<file path="src/rtl/adc_pkg.sv">
// Shared widths and types for the ADC capture path.
// The sequencer takes its default geometry from here.
package adc_pkg;

    localparam int ADC_SLICE_W  = 216;
    localparam int ADC_N_SLICES = 4;
    localparam int ADC_WORD_W   = ADC_SLICE_W * ADC_N_SLICES;

    typedef logic [ADC_WORD_W-1:0]   adc_word_t;
    typedef logic [ADC_SLICE_W-1:0]  adc_slice_t;
    typedef logic [ADC_N_SLICES-1:0] adc_mask_t;

endpackage

</file>
<file path="src/rtl/adc_lowest_bit_sel.sv">
// Combinational lowest-set-bit selector.
// Returns the index, a one-hot mask to clear that bit, and whether it is the only bit set.
module adc_lowest_bit_sel #(
    parameter int N     = 4,
    parameter int IDX_W = 2
) (
    input  logic [N-1:0]     mask_i,
    output logic [IDX_W-1:0] idx_o,
    output logic [N-1:0]     clr_o,
    output logic             single_o
);

    // Scan from the top so the lowest set bit is the last one written.
    always_comb begin
        idx_o = '0;
        for (int i = N - 1; i >= 0; i--) begin
            if (mask_i[i]) begin
                idx_o = IDX_W'(i);
            end
        end
    end

    assign clr_o    = mask_i & (~mask_i + N'(1));
    assign single_o = (mask_i != '0) && ((mask_i & (mask_i - N'(1))) == '0);

endmodule

</file>
<file path="src/rtl/adc_slice_sequencer.sv">
// Serialises the enabled channel slices of each ADC capture word onto a single
// valid/ready stream, lowest channel first, with one ACTIVE and one PENDING slot.
module adc_slice_sequencer
    import adc_pkg::*;
#(
    parameter int SLICE_W  = ADC_SLICE_W,
    parameter int N_SLICES = ADC_N_SLICES,
    parameter int CNT_W    = 16
) (
    input  logic                        aclk,
    input  logic                        aresetn,
    input  logic                        in_valid,
    input  logic [N_SLICES*SLICE_W-1:0] in_data,
    input  logic [N_SLICES-1:0]         ch_en,
    output logic [SLICE_W-1:0]          m_data,
    output logic [1:0]                  m_chan,
    output logic                        m_last,
    output logic                        m_valid,
    input  logic                        m_ready,
    input  logic                        clr_ovf,
    output logic                        ovf_flag,
    output logic [CNT_W-1:0]            drop_cnt
);

    localparam int WORD_W = N_SLICES * SLICE_W;

    function automatic logic [CNT_W-1:0] sat_inc(input logic [CNT_W-1:0] v);
        return (&v) ? v : v + CNT_W'(1);
    endfunction

    logic [N_SLICES-1:0] act_rem_q,   act_rem_d;
    logic [WORD_W-1:0]   act_data_q,  act_data_d;
    logic [N_SLICES-1:0] pend_mask_q, pend_mask_d;
    logic [WORD_W-1:0]   pend_data_q, pend_data_d;
    logic                ovf_q,       ovf_d;
    logic [CNT_W-1:0]    cnt_q,       cnt_d;

    logic [1:0]          sel_idx;
    logic [N_SLICES-1:0] sel_clr;
    logic                sel_single;

    logic xfer, act_free, pend_full, pend_move;
    logic in_acc, to_act, to_pend, drop;

    adc_lowest_bit_sel #(
        .N     (N_SLICES),
        .IDX_W (2)
    ) u_sel (
        .mask_i   (act_rem_q),
        .idx_o    (sel_idx),
        .clr_o    (sel_clr),
        .single_o (sel_single)
    );

    // Output view of the ACTIVE slot; data is forced to zero while idle.
    assign m_valid  = |act_rem_q;
    assign m_chan   = sel_idx;
    assign m_last   = sel_single;
    assign m_data   = m_valid ? act_data_q[int'(sel_idx)*SLICE_W +: SLICE_W] : '0;
    assign ovf_flag = ovf_q;
    assign drop_cnt = cnt_q;

    assign xfer      = m_valid & m_ready;
    assign act_free  = ~m_valid | (xfer & sel_single);
    assign pend_full = |pend_mask_q;
    assign pend_move = pend_full & act_free;

    // A word with no enabled channel is discarded without counting as a drop.
    assign in_acc  = in_valid & (|ch_en);
    assign to_act  = in_acc & act_free & ~pend_full;
    assign to_pend = in_acc & ~to_act & (~pend_full | pend_move);
    assign drop    = in_acc & ~to_act & ~to_pend;

    always_comb begin
        act_rem_d   = act_rem_q;
        act_data_d  = act_data_q;
        pend_mask_d = pend_mask_q;
        pend_data_d = pend_data_q;

        if (xfer) begin
            act_rem_d = act_rem_q & ~sel_clr;
        end

        if (pend_move) begin
            act_rem_d   = pend_mask_q;
            act_data_d  = pend_data_q;
            pend_mask_d = '0;
        end else if (to_act) begin
            act_rem_d  = ch_en;
            act_data_d = in_data;
        end

        if (to_pend) begin
            pend_mask_d = ch_en;
            pend_data_d = in_data;
        end
    end

    // Clear wins over a drop landing in the same cycle.
    always_comb begin
        ovf_d = ovf_q;
        cnt_d = cnt_q;
        if (clr_ovf) begin
            ovf_d = 1'b0;
            cnt_d = '0;
        end else if (drop) begin
            ovf_d = 1'b1;
            cnt_d = sat_inc(cnt_q);
        end
    end

    always_ff @(posedge aclk or negedge aresetn) begin
        if (!aresetn) begin
            act_rem_q   <= '0;
            pend_mask_q <= '0;
            ovf_q       <= 1'b0;
            cnt_q       <= '0;
        end else begin
            act_rem_q   <= act_rem_d;
            pend_mask_q <= pend_mask_d;
            ovf_q       <= ovf_d;
            cnt_q       <= cnt_d;
        end
    end

    // Word storage is qualified by the masks, so it needs no reset.
    always_ff @(posedge aclk) begin
        act_data_q  <= act_data_d;
        pend_data_q <= pend_data_d;
    end

endmodule

</file>
<file path="config.mk">
export PLATFORM = sky130hd
export DESIGN_NAME = adc_slice_sequencer
export DESIGN_NICKNAME = d
export VERILOG_FILES = /design/src/rtl/adc_pkg.sv /design/src/rtl/adc_lowest_bit_sel.sv /design/src/rtl/adc_slice_sequencer.sv
export SDC_FILE = /design/constraint.sdc
export NUM_CORES = 2
export LEC_CHECK = 0
export BUFFER_PORTS_ARGS = -buffer_cell sky130_fd_sc_hd__buf_4
export CELL_PAD_IN_SITES_DETAIL_PLACEMENT = 1
export CELL_PAD_IN_SITES_GLOBAL_PLACEMENT = 1
export CORE_ASPECT_RATIO = 1.2
export CORE_MARGIN = 2
export CORE_UTILIZATION = 35
export CTS_CLUSTER_SIZE = 10
export DETAILED_ROUTE_END_ITERATION = 10
export PLACE_DENSITY = 0.69
export REMOVE_ABC_BUFFERS = 1
export SLEW_MARGIN = 0
export SYNTH_ARGS = -nofsm -noshare
export SYNTH_HDL_FRONTEND = slang
export SYNTH_SLANG_ARGS = --single-unit
</file>
<file path="constraint.sdc">
create_clock -name aclk -period 101.3 [get_ports aclk]
set_input_delay 20.26 -clock aclk [delete_from_list [all_inputs] [get_ports aclk]]
set_output_delay 20.26 -clock aclk [all_outputs]
set_load 0.005 [all_outputs]
</file>
# Yosys cells after proc, flatten, opt, wreduce, memory -nomap -nowiden
# Cells that the tools add are included.
[classes]
addsub = 3
n_mul = 1
n_eq_ne = 1
shift = 1
n_mux = 17
bitwise = 20
reduce_logical = 12
[op_table]
columns = ["cell", "n"]
rows = [
  ["$mux W864", 2],
  ["$shiftx A864 B11 Y216", 1],
  ["$mux W216", 1],
  ["$mux W16", 3],
  ["$mux W4", 5],
  ["$add A16 B1 Y16 const B", 1],
  ["$reduce_and A16 Y1", 1],
  ["$and A4 B4 Y4", 3],
  ["$reduce_or A4 Y1", 3],
  ["$and A1 B1 Y1", 9],
  ["$mux W2", 4],
  ["$not A4 Y4", 2],
  ["$mul A2 B5 Y7 const B", 1],
  ["$reduce_bool A2 Y1", 3],
  ["$add A4 B1 Y4 const B", 1],
  ["$logic_not A4 Y1", 1],
  ["$not A1 Y1", 4],
  ["$reduce_bool A4 Y1", 1],
  ["$sub A4 B1 Y4 const B", 1],
  ["$reduce_bool A3 Y1", 1],
  ["$mux W1", 2],
  ["$ne A2 B2 Y1 const B", 1],
  ["$or A1 B1 Y1", 2],
  ["$reduce_and A2 Y1", 1],
  ["$logic_and A1 B1 Y1", 1],
]
[word_totals]
reg_bits = 1753
input_bits = 873
output_inout_bits = 237
elab_cells = 61

# Longest topological paths before layout
[logic_depth]
word_depth = 15
ltp_mapped = 9
ltp_nobuf = 6

# By module
# From an unflattened synthesis, not the netlist that was laid out.
[hier_totals]
cells_unflattened = 3363
hier_area_um2 = 70166.0
[by_module_without_submodules]
columns = ["mod", "instances", "cells_each", "area_per_inst_um2", "seq_area_each_um2"]
rows = [
  ["adc_slice_sequencer", 1, 3350, 70086.0, 52515.4],
  ["adc_lowest_bit_sel", 1, 13, 80.1, 0.0],
]

# Least setup slack after synthesis
# No wires, ideal clock.
[synth_timing]
kind = "input -> register"
startpoint = "in m_ready"
endpoint = "reg pend_data_q[0] (enable)"
setup_ns = 2.210
arrival_ns = 59.005
required_time_ns = 99.090
slack_ns = 40.085
path_stages = 6
n_path_buf = 1
cell_sequence = "nor4b_2 > a311oi_2 > and2b_1 > buf_6 > xnor2_1 > nor2b_1"
[synth_between]
elab_chain_len = 8
elab_cells_between_ends = 10
cone_classes = "bitwise (10)"
[synth_rtl]
columns = ["item", "line", "rtl"]
rows = [
  ["from (decl)", "adc_slice_sequencer.sv:19", "input logic m_ready,"],
  ["$and A1 B1 Y1 (*)", "adc_slice_sequencer.sv:63", "assign xfer = m_valid & m_ready;"],
  ["$and A1 B1 Y1 (*)", "adc_slice_sequencer.sv:64", "assign act_free = ~m_valid | (xfer & sel_single);"],
  ["$or A1 B1 Y1 (*)", "adc_slice_sequencer.sv:64", ""],
  ["$and A1 B1 Y1 (2 in series)", "adc_slice_sequencer.sv:70", "assign to_act = in_acc & act_free & ~pend_full;"],
  ["$not A1 Y1", "adc_slice_sequencer.sv:71", "assign to_pend = in_acc & ~to_act & (~pend_full | pend_move);"],
  ["$and A1 B1 Y1", "adc_slice_sequencer.sv:71", ""],
  ["$and A1 B1 Y1 (*)", "adc_slice_sequencer.sv:71", ""],
  ["to (signal assigned)", "adc_slice_sequencer.sv:129", "pend_data_q <= pend_data_d;"],
  ["to (decl)", "adc_slice_sequencer.sv:34", "logic [WORD_W-1:0] pend_data_q, pend_data_d;"],
]
# Mark *: on every way between the ends. The rest lies on a longest branch, timed or not.
# A chain may end at the register's enable or synchronous reset.

# Worst setup path after layout
[layout_timing]
startpoint = "in m_ready"
endpoint = "reg act_data_q[613], data pin"
[layout_between]
elab_chain_len = 5
[layout_rtl]
columns = ["item", "line", "rtl"]
rows = [
  ["$and A1 B1 Y1", "adc_slice_sequencer.sv:63", ""],
  ["$and A1 B1 Y1", "adc_slice_sequencer.sv:64", ""],
  ["$or A1 B1 Y1", "adc_slice_sequencer.sv:64", ""],
  ["$and A1 B1 Y1", "adc_slice_sequencer.sv:66", "assign pend_move = pend_full & act_free;"],
  ["$mux W864", "adc_slice_sequencer.sv:84", "if (pend_move) begin"],
  ["net act_data_d[613]", "adc_slice_sequencer.sv:32", "logic [WORD_W-1:0] act_data_q, act_data_d;"],
  ["to (signal assigned)", "adc_slice_sequencer.sv:128", "act_data_q <= act_data_d;"],
  ["to (decl)", "adc_slice_sequencer.sv:32", ""],
]
# The timed path passes the listed nets, and every way through them passes these cells.

==> impl_results.md <==
- Routed len/inst: 26.1 µm
- Worst skew pair latency: ~0.83 ns
- Share of post-route cells with drive strength above 1: 0.541
- Pwr per Cell Area: ~40 nW/µm²
- Port bufs: around 1100
- First-pass DRT Iterations: 5
- Maximum fanout along the worst path: around 120
- Setup WS post-layout: about 74 ns
- Cts hold-fix bufs: 0
- Vias in the first global route: roughly 40000
- Cell Area, Synth: 74800 µm²
- #FFs+latches synth: 1753
- Crit path max-delay family: buffers and inverters
- Average size of a mapped cell: 22.3 µm²
- Die height: 510 µm
- Leak pwr: approximately 34 nW
- IO Pins: 1110
- Part of the cycle the worst path needs: 0.270
- Worst endpoint required time: 101.84 ns
- Worst Path Arrival: 27.93 ns
- Worst-path clk slew: 0.05 ns
- Clk buf depth: 3
- Fmax achieved: around 0.037 GHz
- Clock Sinks: approximately 1800
- CP endpoint kind: register
- Critical Setup Path Class: input port to register
- Initial antenna violation count: 82
- DR iter-0 viols: 2202
- Dpl cells: approximately 7000
- GR Overflow Total: 0
- DR vias: 35990
- Finished Core Util: 0.426
- Max rail drop VDD: approximately 0.036 mV
- Total Wirelength: slightly below 200000 µm
- GPL Wtd Cong: about 0.8
- Core area: 212000 µm²
- Setup_tns: 0 ns
- Startpoint types: input port
- Post-CTS setup buffer count: 0
- Final setup vio count: 0
- DRC violations left: 0
- Dpl ws: ~73 ns
- Most used cell along the critical path: buf_4
- Critical path's slowest cell: buf_4
- Hold crit path type: register to register
- First-pass GRT wire length: about 280000 µm
- H-tree lvl count: 4
- Hold Violations, Final: 0
- Ys async rst share: 0.0143
- Worst slew pin tran: about 1.1 ns
- Post-route cell area: 90400 µm²
- Status: completed
- Dpl cell area: 84800 µm²
- Antenna-violating nets left: 0
- Slew margin rel.: 0.266
- Tmin final: around 27 ns
- Die W: ~430 µm
- WP buf/inv: 7
- Cell variety after synth: 50
- Dpl hpwl: between 100000 and 150000 µm
- Largest net degree at the start of global routing: approximately 170
- Routed vias/inst: between 4 and 5
- EDFF count, synth: 1728
- Maxcap violations: 0
- Die ar.: ~220000 µm²
- Num CTS Buffers: 199
- Row count: roughly 190
- # fillers: 20250
- Peak per-stage delay on the critical path: roughly 0.94 ns
- CTS resizes: 0
- Worst path cell trace: buf_4 -> nor4b_2 -> a311oi_2 -> and2b_1 -> nor2_8 -> buf_12 -> buf_4 -> buf_4 -> buf_4 -> buf_4 -> buf_4 -> mux2_4
- Area Growth Syn to Fin: 20.9%
- RSZ-0062 raised after global routing: false
- Initial Util: 0.353
- Final net count: between 5000 and 6000
- Gr usage total: 0.173
- Clock Skew: approximately 0.052 ns
- Ys Warns: 0
- CTS tree: yes
- Clk Tree Root Cell: clkbuf_16
- Post-synthesis sequential area ratio: 0.702
- Max Slew Vio Count: 0
- Top_reg_cell synth: edfxtp_1
- Non-filler cells, final: roughly 7400
- Synth Instances: about 3400
## routing by layer
| metal | track usage | share of wire |
|---|---|---|
| met1 | 0.199 | 0.38 |
| met2 | 0.290 | 0.50 |
| met3 | 0.0672 | 0.089 |
| met4 | 0.0649 | 0.029 |
| met5 | 0 | 0.0029 |
## synth_stat cells, types with 2 or more instances
master | n | share of area
mux2_2 | 6 | 0.00090
buf_2 | 28 | 0.0019
inv_1 | 6 | 0.00030
nand3b_1 | 2 | 0.00020
nor3_1 | 4 | 0.00027
nand2_1 | 7 | 0.00035
a31oi_1 | 3 | 0.00025
o31ai_1 | 3 | 0.00030
mux4_2 | 216 | 0.065
buf_4 | 3 | 0.00030
o21ai_0 | 16 | 0.0011
nor2b_1 | 2 | 0.00017
edfxtp_1 | 1728 | 0.69
or4_1 | 3 | 0.00030
clkbuf_1 | 40 | 0.0020
and2_1 | 217 | 0.018
buf_12 | 95 | 0.025
xor2_1 | 2 | 0.00023
nand3_1 | 10 | 0.00067
mux2_4 | 860 | 0.17
buf_1 | 9 | 0.00045
nor2_1 | 9 | 0.00045
buf_6 | 2 | 0.00030
nor4b_2 | 2 | 0.00040
nand4_1 | 5 | 0.00042
or3_1 | 9 | 0.00075
dfrtp_1 | 25 | 0.0084
a21oi_1 | 15 | 0.0010
a32o_1 | 4 | 0.00054
## cell usage in the layout, fill, tap and decap left out, drive strengths merged, types with 4 or more instances in the layout
master,synthesis,final
mux4,216,216
clkinv,0,13
buf,137,1159
a32o,4,4
nor2,11,11
nand3,10,10
a21oi,15,15
nand4,5,5
edfxtp,1728,1728
nand2,8,8
clkbuf,40,223
or3,9,9
and2,217,217
diode,0,37
inv,6,14
nor3,4,4
mux2,866,866
dfrtp,25,25
o21ai,16,16
## worst reg2reg max path: cells and delay by family, from the launching register on
kind	cells	cell delay, ns
muxes	1	0.40
AOI/OAI and AO/OA	1	0.13
DFF	1	0.60
buffers and inverters	6	5.61
and+or+nand+nor	3	1.64
## logic make-up (layout without fill, tap and decap cells)
group,Yosys count,in the layout,synth area share
XOR/XNOR,3,3,0.000351
adder cells (fa/ha/maj),1,1,0.000167
multiplexers,1083,1083,0.239
flip-flops,1753,1753,0.702
AO/OA/AOI/OAI,49,49,0.00415
buffers and inverters,183,1413,0.0307
other,0,37,0
AND/OR/NAND/NOR,280,280,0.0236
## registers in the layout (all words and copies together), names as in the netlist
| register | count |
|---|---|
| pend_mask_q | 4 |
| act_data_q | 864 |
| ovf_flag | 1 |
| pend_data_q | 864 |
| drop_cnt | 16 |
| act_rem_q | 4 |
## worst paths after layout
kind,slack [ns],cells past startpoint,startpoint,to
min in group asynchronous,19.35,1,aresetn,drop_cnt[6]$_DFFE_PN0P_
setup / recovery,73.91,12,m_ready,act_data_q[613]$_DFFE_PP_
max in group asynchronous,81.68,1,aresetn,pend_mask_q[3]$_DFFE_PN0P_
setup reg to reg,92.66,11,act_rem_q[0]$_DFFE_PN0P_,act_data_q[613]$_DFFE_PP_
hold reg to reg,0.50,1,pend_data_q[211]$_DFFE_PN_,act_data_q[211]$_DFFE_PP_
hold / removal,0.50,1,pend_data_q[211]$_DFFE_PN_,act_data_q[211]$_DFFE_PP_
## area by class of cell
type | count | area (µm²) | share of cell area
Timing Repair Buffer | 1159 | 8780 | 0.0971
Sequential cell | 1753 | 52500 | 0.581
Inverter | 6 | 30.0 | 0.000332
Tap cell | 2805 | 3510 | 0.0388
Clock inverter | 25 | 412 | 0.00455
Multi-Input combinational cell | 1416 | 20000 | 0.221
Clock buffer | 223 | 5080 | 0.0562
Antenna cell | 37 | 92.6 | 0.00102
## power by group
group | total [mW] | leakage, nW | switching [mW] | internal [mW]
combinational | 1.55 | 14.3 | 0.769 | 0.782
clock | 0.640 | 2.67 | 0.280 | 0.360
sequential | 1.44 | 16.7 | 0.104 | 1.34
total | 3.63 | 33.7 | 1.15 | 2.48
## per-stage QoR
step | hold slack, ns | total power [mW]
final | 0.501 | 3.63
after global routing | 0.514 | 3.82
after CTS | 0.491 | 3.70
after detailed placement | 0.506 | 3.05
after global placement | 0.486 | 3.00
after floorplan | 0.486 | 3.58
No activity file was read; power rests on OpenSTA's default activity.
